File: config.mk
export PLATFORM = sky130hd
export DESIGN_NAME = stage_decode
export DESIGN_NICKNAME = d
export VERILOG_FILES = /design/src/rtl/stage_decode.sv
export SDC_FILE = /design/constraint.sdc
export NUM_CORES = 1
export LEC_CHECK = 0
export ABC_AREA = 1
export BUFFER_PORTS_ARGS = -buffer_cell sky130_fd_sc_hd__buf_2
export CAP_MARGIN = 15
export CORE_MARGIN = 2
export CORE_UTILIZATION = 49
export CTS_BUF_LIST = sky130_fd_sc_hd__clkbuf_4
export CTS_CLUSTER_DIAMETER = 200
export CTS_CLUSTER_SIZE = 20
export DETAILED_ROUTE_END_ITERATION = 7
export PLACE_DENSITY = 0.86
export SLEW_MARGIN = 10
export SYNTH_ARGS = -nofsm -noshare
export SYNTH_HDL_FRONTEND = slang
export SYNTH_SLANG_ARGS = --single-unit
export TNS_END_PERCENT = 50
File: constraint.sdc
create_clock -name clk -period 2.05 [get_ports clk]
set_clock_uncertainty 0.2 [all_clocks]
set_input_delay 0.41 -clock clk [delete_from_list [all_inputs] [get_ports clk]]
set_output_delay 0.41 -clock clk [all_outputs]
set_load 0.005 [all_outputs]
File: src/rtl/stage_decode.sv
// RV32I decode stage: splits a fetched word into fields, immediate and control
// bits behind one valid/ready pipeline register. Optional: DECODE_ILLEGAL_DETECT_EN.
module stage_decode #(
    parameter int              XLEN     = 32,
    parameter logic [XLEN-1:0] RESET_PC = '0
) (
    input  logic            clk,
    input  logic            rst,
    input  logic            flush,
    input  logic            in_valid,
    output logic            in_ready,
    input  logic [31:0]     in_instr,
    input  logic [XLEN-1:0] in_pc,
    output logic            out_valid,
    input  logic            out_ready,
    output logic [XLEN-1:0] out_pc,
    output logic [6:0]      out_opcode,
    output logic [4:0]      out_rd,
    output logic [4:0]      out_rs1,
    output logic [4:0]      out_rs2,
    output logic [2:0]      out_funct3,
    output logic [6:0]      out_funct7,
    output logic [XLEN-1:0] out_imm,
    output logic            out_reg_we,
    output logic            out_mem_rd,
    output logic            out_mem_wr,
    output logic            out_branch,
    output logic            out_jump,
    output logic            out_alu_imm,
    output logic            out_illegal
);

    localparam logic [6:0] OP_LUI    = 7'b0110111;
    localparam logic [6:0] OP_AUIPC  = 7'b0010111;
    localparam logic [6:0] OP_JAL    = 7'b1101111;
    localparam logic [6:0] OP_JALR   = 7'b1100111;
    localparam logic [6:0] OP_BRANCH = 7'b1100011;
    localparam logic [6:0] OP_LOAD   = 7'b0000011;
    localparam logic [6:0] OP_STORE  = 7'b0100011;
    localparam logic [6:0] OP_OPIMM  = 7'b0010011;
    localparam logic [6:0] OP_OP     = 7'b0110011;
    localparam logic [6:0] OP_MISC   = 7'b0001111;
    localparam logic [6:0] OP_SYSTEM = 7'b1110011;

    logic            valid_q, valid_d;
    logic [XLEN-1:0] pc_q, pc_d;
    logic [31:0]     instr_q, instr_d;
    logic [XLEN-1:0] imm_q, imm_d;
    logic            reg_we_q, reg_we_d;
    logic            mem_rd_q, mem_rd_d;
    logic            mem_wr_q, mem_wr_d;
    logic            branch_q, branch_d;
    logic            jump_q, jump_d;
    logic            alu_imm_q, alu_imm_d;
    logic            illegal_q, illegal_d;

    logic            load;
    logic [XLEN-1:0] imm_i, imm_s, imm_b, imm_u, imm_j;
    logic [XLEN-1:0] dec_imm;
    logic            dec_we, dec_mem_rd, dec_mem_wr, dec_branch, dec_jump, dec_alu_imm;
    logic            dec_illegal;

    assign in_ready = !valid_q || out_ready;
    assign load     = in_valid && in_ready && !flush;

    assign imm_i = {{(XLEN-12){in_instr[31]}}, in_instr[31:20]};
    assign imm_s = {{(XLEN-12){in_instr[31]}}, in_instr[31:25], in_instr[11:7]};
    assign imm_b = {{(XLEN-13){in_instr[31]}}, in_instr[31], in_instr[7],
                    in_instr[30:25], in_instr[11:8], 1'b0};
    assign imm_u = XLEN'($signed({in_instr[31:12], 12'b0}));
    assign imm_j = {{(XLEN-21){in_instr[31]}}, in_instr[31], in_instr[19:12],
                    in_instr[20], in_instr[30:21], 1'b0};

    // Opcode decode: immediate format and control bits for the incoming word.
    always_comb begin
        dec_imm     = '0;
        dec_we      = 1'b0;
        dec_mem_rd  = 1'b0;
        dec_mem_wr  = 1'b0;
        dec_branch  = 1'b0;
        dec_jump    = 1'b0;
        dec_alu_imm = 1'b0;
        dec_illegal = 1'b0;
        case (in_instr[6:0])
            OP_LUI, OP_AUIPC: begin
                dec_imm = imm_u; dec_we = 1'b1; dec_alu_imm = 1'b1;
            end
            OP_JAL: begin
                dec_imm = imm_j; dec_we = 1'b1; dec_jump = 1'b1;
            end
            OP_JALR: begin
                dec_imm = imm_i; dec_we = 1'b1; dec_jump = 1'b1; dec_alu_imm = 1'b1;
            end
            OP_BRANCH: begin
                dec_imm = imm_b; dec_branch = 1'b1;
            end
            OP_LOAD: begin
                dec_imm = imm_i; dec_we = 1'b1; dec_mem_rd = 1'b1; dec_alu_imm = 1'b1;
            end
            OP_STORE: begin
                dec_imm = imm_s; dec_mem_wr = 1'b1; dec_alu_imm = 1'b1;
            end
            OP_OPIMM: begin
                dec_imm = imm_i; dec_we = 1'b1; dec_alu_imm = 1'b1;
            end
            OP_OP: begin
                dec_we = 1'b1;
            end
            OP_MISC, OP_SYSTEM: begin
                dec_imm = imm_i;
            end
            default: begin
`ifdef DECODE_ILLEGAL_DETECT_EN
                dec_illegal = 1'b1;
`else
                dec_illegal = 1'b0;
`endif
            end
        endcase
`ifdef DECODE_ILLEGAL_DETECT_EN
        dec_illegal = dec_illegal | (in_instr[1:0] != 2'b11);
`endif
        // x0 is hard-wired zero, so never request a write to it
        if (in_instr[11:7] == 5'd0) begin
            dec_we = 1'b0;
        end else begin
            dec_we = dec_we;
        end
    end

    // Next-state for the pipeline register: load, drain, or hold on stall.
    always_comb begin
        pc_d      = pc_q;
        instr_d   = instr_q;
        imm_d     = imm_q;
        reg_we_d  = reg_we_q;
        mem_rd_d  = mem_rd_q;
        mem_wr_d  = mem_wr_q;
        branch_d  = branch_q;
        jump_d    = jump_q;
        alu_imm_d = alu_imm_q;
        illegal_d = illegal_q;
        if (flush) begin
            valid_d = 1'b0;
        end else if (load) begin
            valid_d = 1'b1;
        end else if (out_ready) begin
            valid_d = 1'b0;
        end else begin
            valid_d = valid_q;
        end
        if (load) begin
            pc_d      = in_pc;
            instr_d   = in_instr;
            imm_d     = dec_imm;
            reg_we_d  = dec_we;
            mem_rd_d  = dec_mem_rd;
            mem_wr_d  = dec_mem_wr;
            branch_d  = dec_branch;
            jump_d    = dec_jump;
            alu_imm_d = dec_alu_imm;
            illegal_d = dec_illegal;
        end else begin
            pc_d = pc_q;
        end
    end

    // Pipeline register with synchronous reset.
    always_ff @(posedge clk) begin
        if (rst) begin
            valid_q   <= 1'b0;
            pc_q      <= RESET_PC;
            instr_q   <= 32'd0;
            imm_q     <= '0;
            reg_we_q  <= 1'b0;
            mem_rd_q  <= 1'b0;
            mem_wr_q  <= 1'b0;
            branch_q  <= 1'b0;
            jump_q    <= 1'b0;
            alu_imm_q <= 1'b0;
            illegal_q <= 1'b0;
        end else begin
            valid_q   <= valid_d;
            pc_q      <= pc_d;
            instr_q   <= instr_d;
            imm_q     <= imm_d;
            reg_we_q  <= reg_we_d;
            mem_rd_q  <= mem_rd_d;
            mem_wr_q  <= mem_wr_d;
            branch_q  <= branch_d;
            jump_q    <= jump_d;
            alu_imm_q <= alu_imm_d;
            illegal_q <= illegal_d;
        end
    end

    assign out_valid   = valid_q;
    assign out_pc      = pc_q;
    assign out_opcode  = instr_q[6:0];
    assign out_rd      = instr_q[11:7];
    assign out_funct3  = instr_q[14:12];
    assign out_rs1     = instr_q[19:15];
    assign out_rs2     = instr_q[24:20];
    assign out_funct7  = instr_q[31:25];
    assign out_imm     = imm_q;
    assign out_reg_we  = reg_we_q;
    assign out_mem_rd  = mem_rd_q;
    assign out_mem_wr  = mem_wr_q;
    assign out_branch  = branch_q;
    assign out_jump    = jump_q;
    assign out_alu_imm = alu_imm_q;
    assign out_illegal = illegal_q;

endmodule

==> impl_metrics.json, run 1 <==
{
  "status": "finished, final reports clean",
  "rr_endpoint": "instr_q[11]$_SDFFE_PP0P_",
  "ys.warnings.count": 0,
  "critPathBufInv": 5,
  "maxSlewViolCount": 0,
  "cts.path.max_buffers": 2,
  "r2r_cells": 6,
  "yosysUniqueCellTypes": 24,
  "drv_cap": 0,
  "die_area_mm2": 0.00924,
  "fmax_ghz": 0.533,
  "drtAntennaViolNets": 0,
  "hold_class": "input pin to flop",
  "p_leak_nw": 2.66,
  "ff2ff_setup_slack_ns": 0.43,
  "via_per_inst": 5.13,
  "whs_path_depth": 3,
  "synth_area_per_cell_um2": 7.46,
  "r2r-start": "out_valid$_SDFFE_PP0P_",
  "synth_area_leaders": "dfxtp_1 50%, nand2_1 10%, nor2_1 9.8%",
  "final_nets": 793,
  "grt_max_degree": 95,
  "htree_levels": 3,
  "synth_top_area_frac": 0.496,
  "final_common_cell": "buf_2",
  "synth_seq_cells": 103,
  "crit_family": "buffers and inverters",
  "area_growth_pct": 29.3,
  "synth_largest_area_cell": "dfxtp_1",
  "path_class": "input pin to flop",
  "io_pins": 174,
  "rsz0062_at_grt": "false",
  "place.gp.congestion": 0.963,
  "final_cell_mix": "172 x buf_2, 112 x nand2_1, 109 x nor2_1, 103 x dfxtp_1, 62 x o21ai_0",
  "hpwlAfterDp_um": 8190,
  "arrival_ns": 2.05,
  "port_buffers": 172,
  "clk_pin_slew_ns": 0.17,
  "post_cts_buffers": 0,
  "core_mm2": 0.00822,
  "hp-start": "in_pc[29]",
  "cp-start-kind": "input pin",
  "rows": 33,
  "postLayoutCoreUtil": 0.654,
  "required_ns": 2.22,
  "grt_pass1_wl_um": 18600,
  "whs_endpoint": "out_pc[29]$_SDFFE_PP0P_",
  "critical_path.max_fanout": 67,
  "route.detailed.drc": 0,
  "clock-sinks": 103,
  "dr.pass1.iters": 4,
  "wl_um": 11800,
  "syn_nets": 626,
  "timing_hold_violations_final": 0,
  "ys_seq_area_frac": 0.496,
  "track_usage": 0.258,
  "num_antenna_cells": 0,
  "wl_per_cell_um": 14.1,
  "cts_tree": "yes",
  "grt-ovfl-total": 0,
  "start_util": 0.506,
  "grt_pass1_vias": 4053,
  "max_stage_delay_ns": 0.54,
  "crit_chain": "dlygate4sd3_1 > buf_2 > inv_1 > nand3_4 > clkinv_2 > buf_6 > o21ai_0 > a21oi_1",
  "period_share": 0.915,
  "fin_crit_ns": 1.87,
  "clk_latency_ns": 0.43,
  "power.density_mw_per_mm2": 694,
  "cts_root_buffer": "clkbuf_4",
  "critPathCaptureType": "flop",
  "drt_iter0_drc": 247,
  "setup_viol": 0,
  "syn_inst": 557,
  "antenna_found_initial": 0,
  "worst_ir_drop_vdd_uv": 412,
  "numCtsBuffers": 9,
  "cp_slowest_cell": "dlygate4sd3_1",
  "tns_ns": 0,
  "die_w_um": 96.1,
  "route.vias.total": 4280,
  "die_h_um": 96.1,
  "syn_area_mm2": 0.00416,
  "drive_gt1_frac": 0.328
}
-- cells in the mapped netlist, drive strengths merged --
| cell type | instances |
|---|---|
| o32ai | 1 |
| nor2 | 116 |
| a21oi | 51 |
| conb | 1 |
| o21ai | 67 |
| inv | 24 |
| a31oi | 1 |
| clkbuf | 21 |
| buf | 16 |
| dfxtp | 103 |
| a211oi | 1 |
| nand3 | 37 |
| nand2 | 118 |
-- worst min-delay path, cell delays in order --
cell     delay (ns)
buf_2          0.07
o21ai_0        0.07
nor2_1         0.08
-- where the power goes --
group,total [mW],switching [mW],internal [mW]
Sequential,2.14,0.0434,2.10
Clock,1.09,0.700,0.388
Combinational,0.503,0.288,0.214
Total,3.73,1.03,2.70
-- stage by stage --
| step | hold slack (ns) | total power [mW] | worst slack [ns] | instances | instance area, µm² |
|---|---|---|---|---|---|
| after floorplan | 0.261 | 2.42 | 0.333 | 557 | 4160 |
| after global placement | 0.250 | 2.64 | 0.0755 | 805 | 5100 |
| after detailed placement | 0.252 | 2.66 | 0.0259 | 805 | 5100 |
| after CTS | 0.000198 | 3.75 | 0.0571 | 834 | 5370 |
| after global routing | 0.00337 | 3.91 | 0.0649 | 834 | 5380 |
| final | 0.00802 | 3.73 | 0.175 | 834 | 5380 |
-- flip-flops by register name, summed over array words and instances, names as in the netlist --
name and cells:
out_branch 1, out_reg_we 1, instr_q 32, out_valid 1, out_mem_wr 1, out_mem_rd 1, out_alu_imm 1, out_jump 1
out_pc 32, out_imm 32
-- worst max path at each step --
stage	from	end	slack, ns	cells past startpoint
2_1_floorplan	in_instr[1]	out_imm[30]$_SDFFE_PP0P_	0.33	11
3_3_place_gp	in_instr[1]	out_imm[30]$_SDFFE_PP0P_	0.08	12
3_5_place_dp	in_instr[1]	out_imm[30]$_SDFFE_PP0P_	0.03	12
4_1_cts	flush	instr_q[11]$_SDFFE_PP0P_	0.06	8
5_1_grt	flush	instr_q[5]$_SDFFE_PP0P_	0.06	8
6_report	flush	instr_q[11]$_SDFFE_PP0P_	0.18	8
-- what timing repair did --
| item | 4_1_cts | 5_1_grt |
|---|---|---|
| hold endpoints to repair | 13 | 0 |
| setup endpoints to repair | 0 | 26 |
| gates resized for setup | 0 | 1 |
| hold buffers | 13 | 0 |
-- kinds of logic after synthesis --
| kind of cell | count (synthesis) | synth area share |
|---|---|---|
| buffers and inverters | 61 | 0.0641 |
| AND/OR/NAND/NOR | 271 | 0.281 |
| flip-flops | 103 | 0.496 |
| other | 1 | 0.000902 |
| AO/OA/AOI/OAI | 121 | 0.158 |
-- layout make-up --
cell class,instances,area (µm²)
inverters,24,91.3
multi-input cells,393,1840
well taps,105,131
fillers,745,2840
clock buffers,9,67.6
flip-flops and latches,103,2060
repair buffers,193,1100
clock inverters,7,78.8
-- metal layers --
layer,wire length (µm),up-vias,track usage
met1,4800,1966,0.302
met4,288,0,0.102
met2,5890,161,0.457
li1,-,2125,-
met5,0,-,0
met3,790,28,0.0517
Power figures use the tool's default switching activity.
==> run 2, diff against run 1 <==
==> constraint.sdc (replaced) <==
create_clock -name clk -period 2.05 [get_ports clk]
set_clock_uncertainty 0.2 [all_clocks]
set_input_delay 0.205 -clock clk [delete_from_list [all_inputs] [get_ports clk]]
set_output_delay 0.205 -clock clk [all_outputs]
set_load 0.005 [all_outputs]
==> impl_metrics.json, run 2 (synthesis gave the netlist of run 1 again) <==
{
  "place.gp.congestion": 0.949,
  "route.vias.total": 4637,
  "hp-start": "in_instr[0]",
  "clkPwrFrac": 0.273,
  "stdcell_area_mm2": 0.00589,
  "fin_crit_ns": 1.99,
  "start_util": 0.506,
  "die_h_um": 96.1,
  "final_common_cell": "buf_2",
  "numCtsBuffers": 9,
  "maxUsedRoutingLayer": "met4",
  "dr.pass1.iters": 5,
  "grt_max_degree": 88,
  "grt_pass1_vias": 4595,
  "wl_um": 13400,
  "cts_tree": "yes",
  "setup_viol": 0,
  "final_cell_mix": "172 x buf_2, 111 x nand2_1, 109 x nor2_1, 103 x dfxtp_1, 67 x dlygate4sd3_1",
  "critical_path.max_fanout": 10,
  "cp_slowest_cell": "dlygate4sd3_1",
  "crit_chain": "dlygate4sd3_1 > buf_2 > nor2_1 > nand2_2 > nor2_1 > nor2_2 > nand3_2 > nand2_4 > nand3_1 > nand2_1 > a21oi_1",
  "arrival_ns": 2.15,
  "die_area_mm2": 0.00924,
  "clock-sinks": 103,
  "cp-start-kind": "input pin",
  "wl_per_cell_um": 15.1,
  "crit_top_cell": "nor2_1",
  "area_growth_pct": 41.8,
  "rr_endpoint": "out_valid$_SDFFE_PP0P_",
  "num_antenna_cells": 0,
  "grt-ovfl-total": 0,
  "tns_ns": 0,
  "finalPower_mw": 3.76,
  "dr_wl_met3_um": 816,
  "core_mm2": 0.00822,
  "drv_cap": 0,
  "worst_ir_drop_vdd_uv": 486,
  "tightest_slew_ns": 0.517,
  "drive_gt1_frac": 0.308,
  "postLayoutCoreUtil": 0.717,
  "io_pins": 174,
  "via_per_inst": 5.22,
  "hpwlAfterDp_um": 8240,
  "route.detailed.drc": 0,
  "hold_class": "input pin to flop",
  "critPathCaptureType": "flop",
  "wl_met2_um": 6690,
  "p_int_mw": 2.76,
  "path_class": "input pin to flop",
  "antenna_found_initial": 0,
  "power.density_mw_per_mm2": 639,
  "post_cts_buffers": 0,
  "clk_pin_slew_ns": 0.15,
  "p_leak_nw": 2.90,
  "drtAntennaViolNets": 0,
  "htree_levels": 3,
  "grt_pass1_wl_um": 21000,
  "cts.path.max_buffers": 2,
  "timing_hold_violations_final": 0,
  "max_stage_delay_ns": 0.55,
  "port_buffers": 172,
  "rows": 33,
  "r2r_cells": 5,
  "p_seq_frac": 0.569,
  "wl_met1_um": 5270,
  "status": "finished, final reports clean",
  "final_nets": 847,
  "clk_latency_ns": 0.41,
  "place_area_mm2": 0.00505,
  "relSlewSlack": 0.655,
  "pwr-share-comb": 0.158,
  "r2r-start": "out_valid$_SDFFE_PP0P_",
  "whs_path_depth": 5,
  "period_share": 0.971,
  "switching_share": 0.268,
  "fmax_ghz": 0.502,
  "cts_root_buffer": "clkbuf_4",
  "whs_endpoint": "out_jump$_SDFFE_PP0P_",
  "maxSlewViolCount": 0,
  "track_usage": 0.292,
  "power_switching_mw": 1.01,
  "ff2ff_setup_slack_ns": 0.13,
  "required_ns": 2.21,
  "die_w_um": 96.1,
  "drt_iter0_drc": 208
}
-- run 2: changes by cell type in the layout (fill, tap and decap cells not counted), moves of 2 or more --
cell,before,now
clkinv_2,1,3
buf_4,3,5
inv_6,2,0
nand2_4,0,3
dlygate4sd3_1,13,67
buf_12,4,1
-- run 2: what timing repair did --
action | 4_1_cts | 5_1_grt
gates resized for setup | 0 | 8
hold endpoints to repair | 99 | 0
endpoints found under the setup margin | 0 | 21
hold buffers | 67 | 0
-- run 2: power by group through the flow --
stage               sequential, mW  combinational (mW)  clock [mW]
floorplan                     2.19               0.234           0
global placement              2.18               0.457           0
detailed placement            2.18               0.475           0
CTS                           2.14               0.574        1.06
global route                  2.15               0.656        1.14
finish                        2.14               0.594        1.03
-- run 2: stage by stage --
step | setup slack (ns) | hold slack, ns | std cells
2_1_floorplan | 0.528 | 0.0835 | 557
5_1_grt | -0.0179 | 0.0938 | 888
4_1_cts | 0.0126 | 0.0448 | 887
3_5_place_dp | 0.0259 | 0.205 | 804
6_report | 0.0588 | 0.0899 | 888
3_3_place_gp | 0.126 | 0.185 | 804
-- run 2: worst max-delay path by stage --
| stage | start | to | slack [ns] |
|---|---|---|---|
| 2_1_floorplan | out_valid$_SDFFE_PP0P_ | out_imm[20]$_SDFFE_PP0P_ | 0.53 |
| 3_3_place_gp | in_instr[1] | out_imm[17]$_SDFFE_PP0P_ | 0.13 |
| 3_5_place_dp | in_instr[1] | out_imm[14]$_SDFFE_PP0P_ | 0.03 |
| 4_1_cts | in_instr[3] | out_imm[19]$_SDFFE_PP0P_ | 0.01 |
| 5_1_grt | in_instr[2] | out_imm[16]$_SDFFE_PP0P_ | -0.02 |
| 6_report | in_instr[2] | out_imm[16]$_SDFFE_PP0P_ | 0.06 |
-- run 2: worst max-delay path, delay by kind of cell --
kind	cells	cell delay, ns
and+or+nand+nor	8	1.05
buffers and inverters	2	0.70
AOI/OAI and AO/OA	1	0.18
-- run 2: layout make-up --
class / count / area [µm²]
Inverter: 24 / 93.8
Sequential cell: 103 / 2060
Timing Repair Buffer: 246 / 1600
Tap cell: 105 / 131
Fill cell: 642 / 2320
Multi-Input combinational cell: 394 / 1870
Clock inverter: 6 / 61.3
Clock buffer: 10 / 75.1
-- run 2: routing by layer --
metal | track usage | up-vias
met5 | 0 | -
met4 | 0.154 | 0
met3 | 0.0525 | 58
met2 | 0.518 | 214
met1 | 0.332 | 2129
li1 | - | 2236
==> run 3, diff against run 2 <==
Settings changed: PLACE_DENSITY 0.86 to not set, PLACE_DENSITY_LB_ADDON set to 0.3.
==> impl_metrics.json, run 3 (synthesis gave the netlist of run 1 again) <==
{
  "post_cts_buffers": 0,
  "period_share": 0.931,
  "multi_input_area_mm2": 0.00184,
  "route.detailed.drc": 0,
  "critPathCaptureType": "flop",
  "fillers": 673,
  "final_cell_mix": "172 x buf_2, 111 x nand2_1, 109 x nor2_1, 103 x dfxtp_1, 66 x dlygate4sd3_1",
  "setup_viol": 0,
  "area_growth_pct": 41.2,
  "die_w_um": 96.1,
  "cts.path.max_buffers": 2,
  "via_per_inst": 5.09,
  "antenna_found_initial": 0,
  "arrival_ns": 2.08,
  "hp-start": "rst",
  "crit_path_start": "in_instr[3]",
  "drt_iter0_drc": 228,
  "grt-ovfl-total": 0,
  "rsz0062_at_grt": "false",
  "path_class": "input pin to flop",
  "clk_latency_ns": 0.43,
  "track_usage": 0.270,
  "fin_crit_ns": 1.91,
  "grt_pass1_vias": 4338,
  "wl_per_cell_um": 14.2,
  "hpwlAfterDp_um": 8040,
  "wl_met2_um": 6280,
  "maxSlewViolCount": 0,
  "seqCellArea_mm2": 0.00206,
  "drive_gt1_frac": 0.307,
  "post-place-ws_ns": 0.236,
  "port_buffers": 172,
  "rows": 33,
  "route.vias.total": 4515,
  "wl_um": 12600,
  "cp-start-kind": "input pin",
  "cts_tree": "yes",
  "critical_path.max_fanout": 9,
  "relSlewSlack": 0.663,
  "maxUsedRoutingLayer": "met4",
  "cts_root_buffer": "clkbuf_4",
  "r2r-start": "out_valid$_SDFFE_PP0P_",
  "numCtsBuffers": 9,
  "required_ns": 2.22,
  "place.gp.congestion": 0.896,
  "clk_pin_slew_ns": 0.15,
  "tightest_slew_ns": 0.506,
  "status": "finished, final reports clean",
  "timing_hold_violations_final": 0,
  "dr.pass1.iters": 5,
  "finalWorstSetupSlack_ns": 0.142,
  "dr_wl_met3_um": 884,
  "start_util": 0.506,
  "final_nets": 848,
  "io_pins": 174,
  "htree_levels": 3,
  "power.density_mw_per_mm2": 630,
  "final_common_cell": "buf_2",
  "p_leak_nw": 2.87,
  "drtAntennaViolNets": 0,
  "wl_met1_um": 5090,
  "die_area_mm2": 0.00924,
  "grt_max_degree": 74,
  "hold_class": "input pin to flop",
  "worst_ir_drop_vdd_uv": 320,
  "grt_pass1_wl_um": 19300,
  "die_h_um": 96.1,
  "clock-sinks": 103,
  "tns_ns": 0,
  "core_mm2": 0.00822,
  "num_antenna_cells": 0,
  "fmax_ghz": 0.524,
  "drv_cap": 0
}
## run 3: changes by cell type in the layout (fill, tap and decap cells not counted), sizes merged
| cell | delta |
|---|---|
| buf | +3 |
| clkinv | -2 |
| clkbuf | -1 |
| clkinvlp | +1 |
| dlygate4sd3 | -1 |
| nand2 | -1 |
## run 3: worst paths after layout
kind                              endpoint  slack [ns]  depth (start not counted)
hold / removal     instr_q[4]$_SDFFE_PP0P_        0.02                          4
setup / recovery  out_imm[14]$_SDFFE_PP0P_        0.14                         11
hold reg to reg    out_imm[9]$_SDFFE_PP0P_        0.28                          2
setup reg to reg    out_valid$_SDFFE_PP0P_        0.24                          5
## run 3: worst max-delay path, cell delays in order
cell and delay (ns):
dlygate4sd3_1 0.55, buf_2 0.14, inv_1 0.08, nand2_1 0.05, nor2_1 0.17, nand2_1 0.17
nand2_1 0.30, nand2_1 0.11, nand3_1 0.10, nand2_1 0.05, a21oi_1 0.14
## run 3: metal layers
| metal | global-route usage | up-vias |
|---|---|---|
| met5 | 0 | - |
| met4 | 0.114 | 0 |
| met1 | 0.308 | 2072 |
| met3 | 0.0619 | 31 |
| li1 | - | 2227 |
| met2 | 0.480 | 185 |
## run 3: where the power goes
group | switching, mW | internal, mW | leakage [nW]
sequential | 0.0434 | 2.09 | 0.843
clock | 0.617 | 0.352 | 0.0651
combinational | 0.309 | 0.279 | 1.96
## run 3: timing repair
action                                  CTS  global route
endpoints found under the hold margin    98             0
endpoints found under the setup margin    0             4
gates resized for setup                   0             1
hold buffers                             66             0
## run 3: per-stage QoR
stage | hold slack, ns | instance area [µm²] | power, mW | std cells | utilization
floorplan | 0.0835 | 4160 | 2.42 | 557 | -
global placement | 0.185 | 5090 | 2.64 | 807 | 0.619
detailed placement | 0.190 | 5090 | 2.66 | 807 | 0.619
CTS | 0.0189 | 5870 | 3.71 | 887 | 0.714
global route | 0.0913 | 5870 | 3.86 | 887 | 0.714
finish | 0.0247 | 5870 | 3.69 | 887 | 0.714
## run 3: area by class of cell
class / instances / area share
Sequential cell: 103 / 0.351
Multi-Input combinational cell: 393 / 0.314
Timing Repair Buffer: 248 / 0.276
Tap cell: 105 / 0.0224
Inverter: 24 / 0.0156
Clock buffer: 9 / 0.0115
Clock inverter: 5 / 0.00874
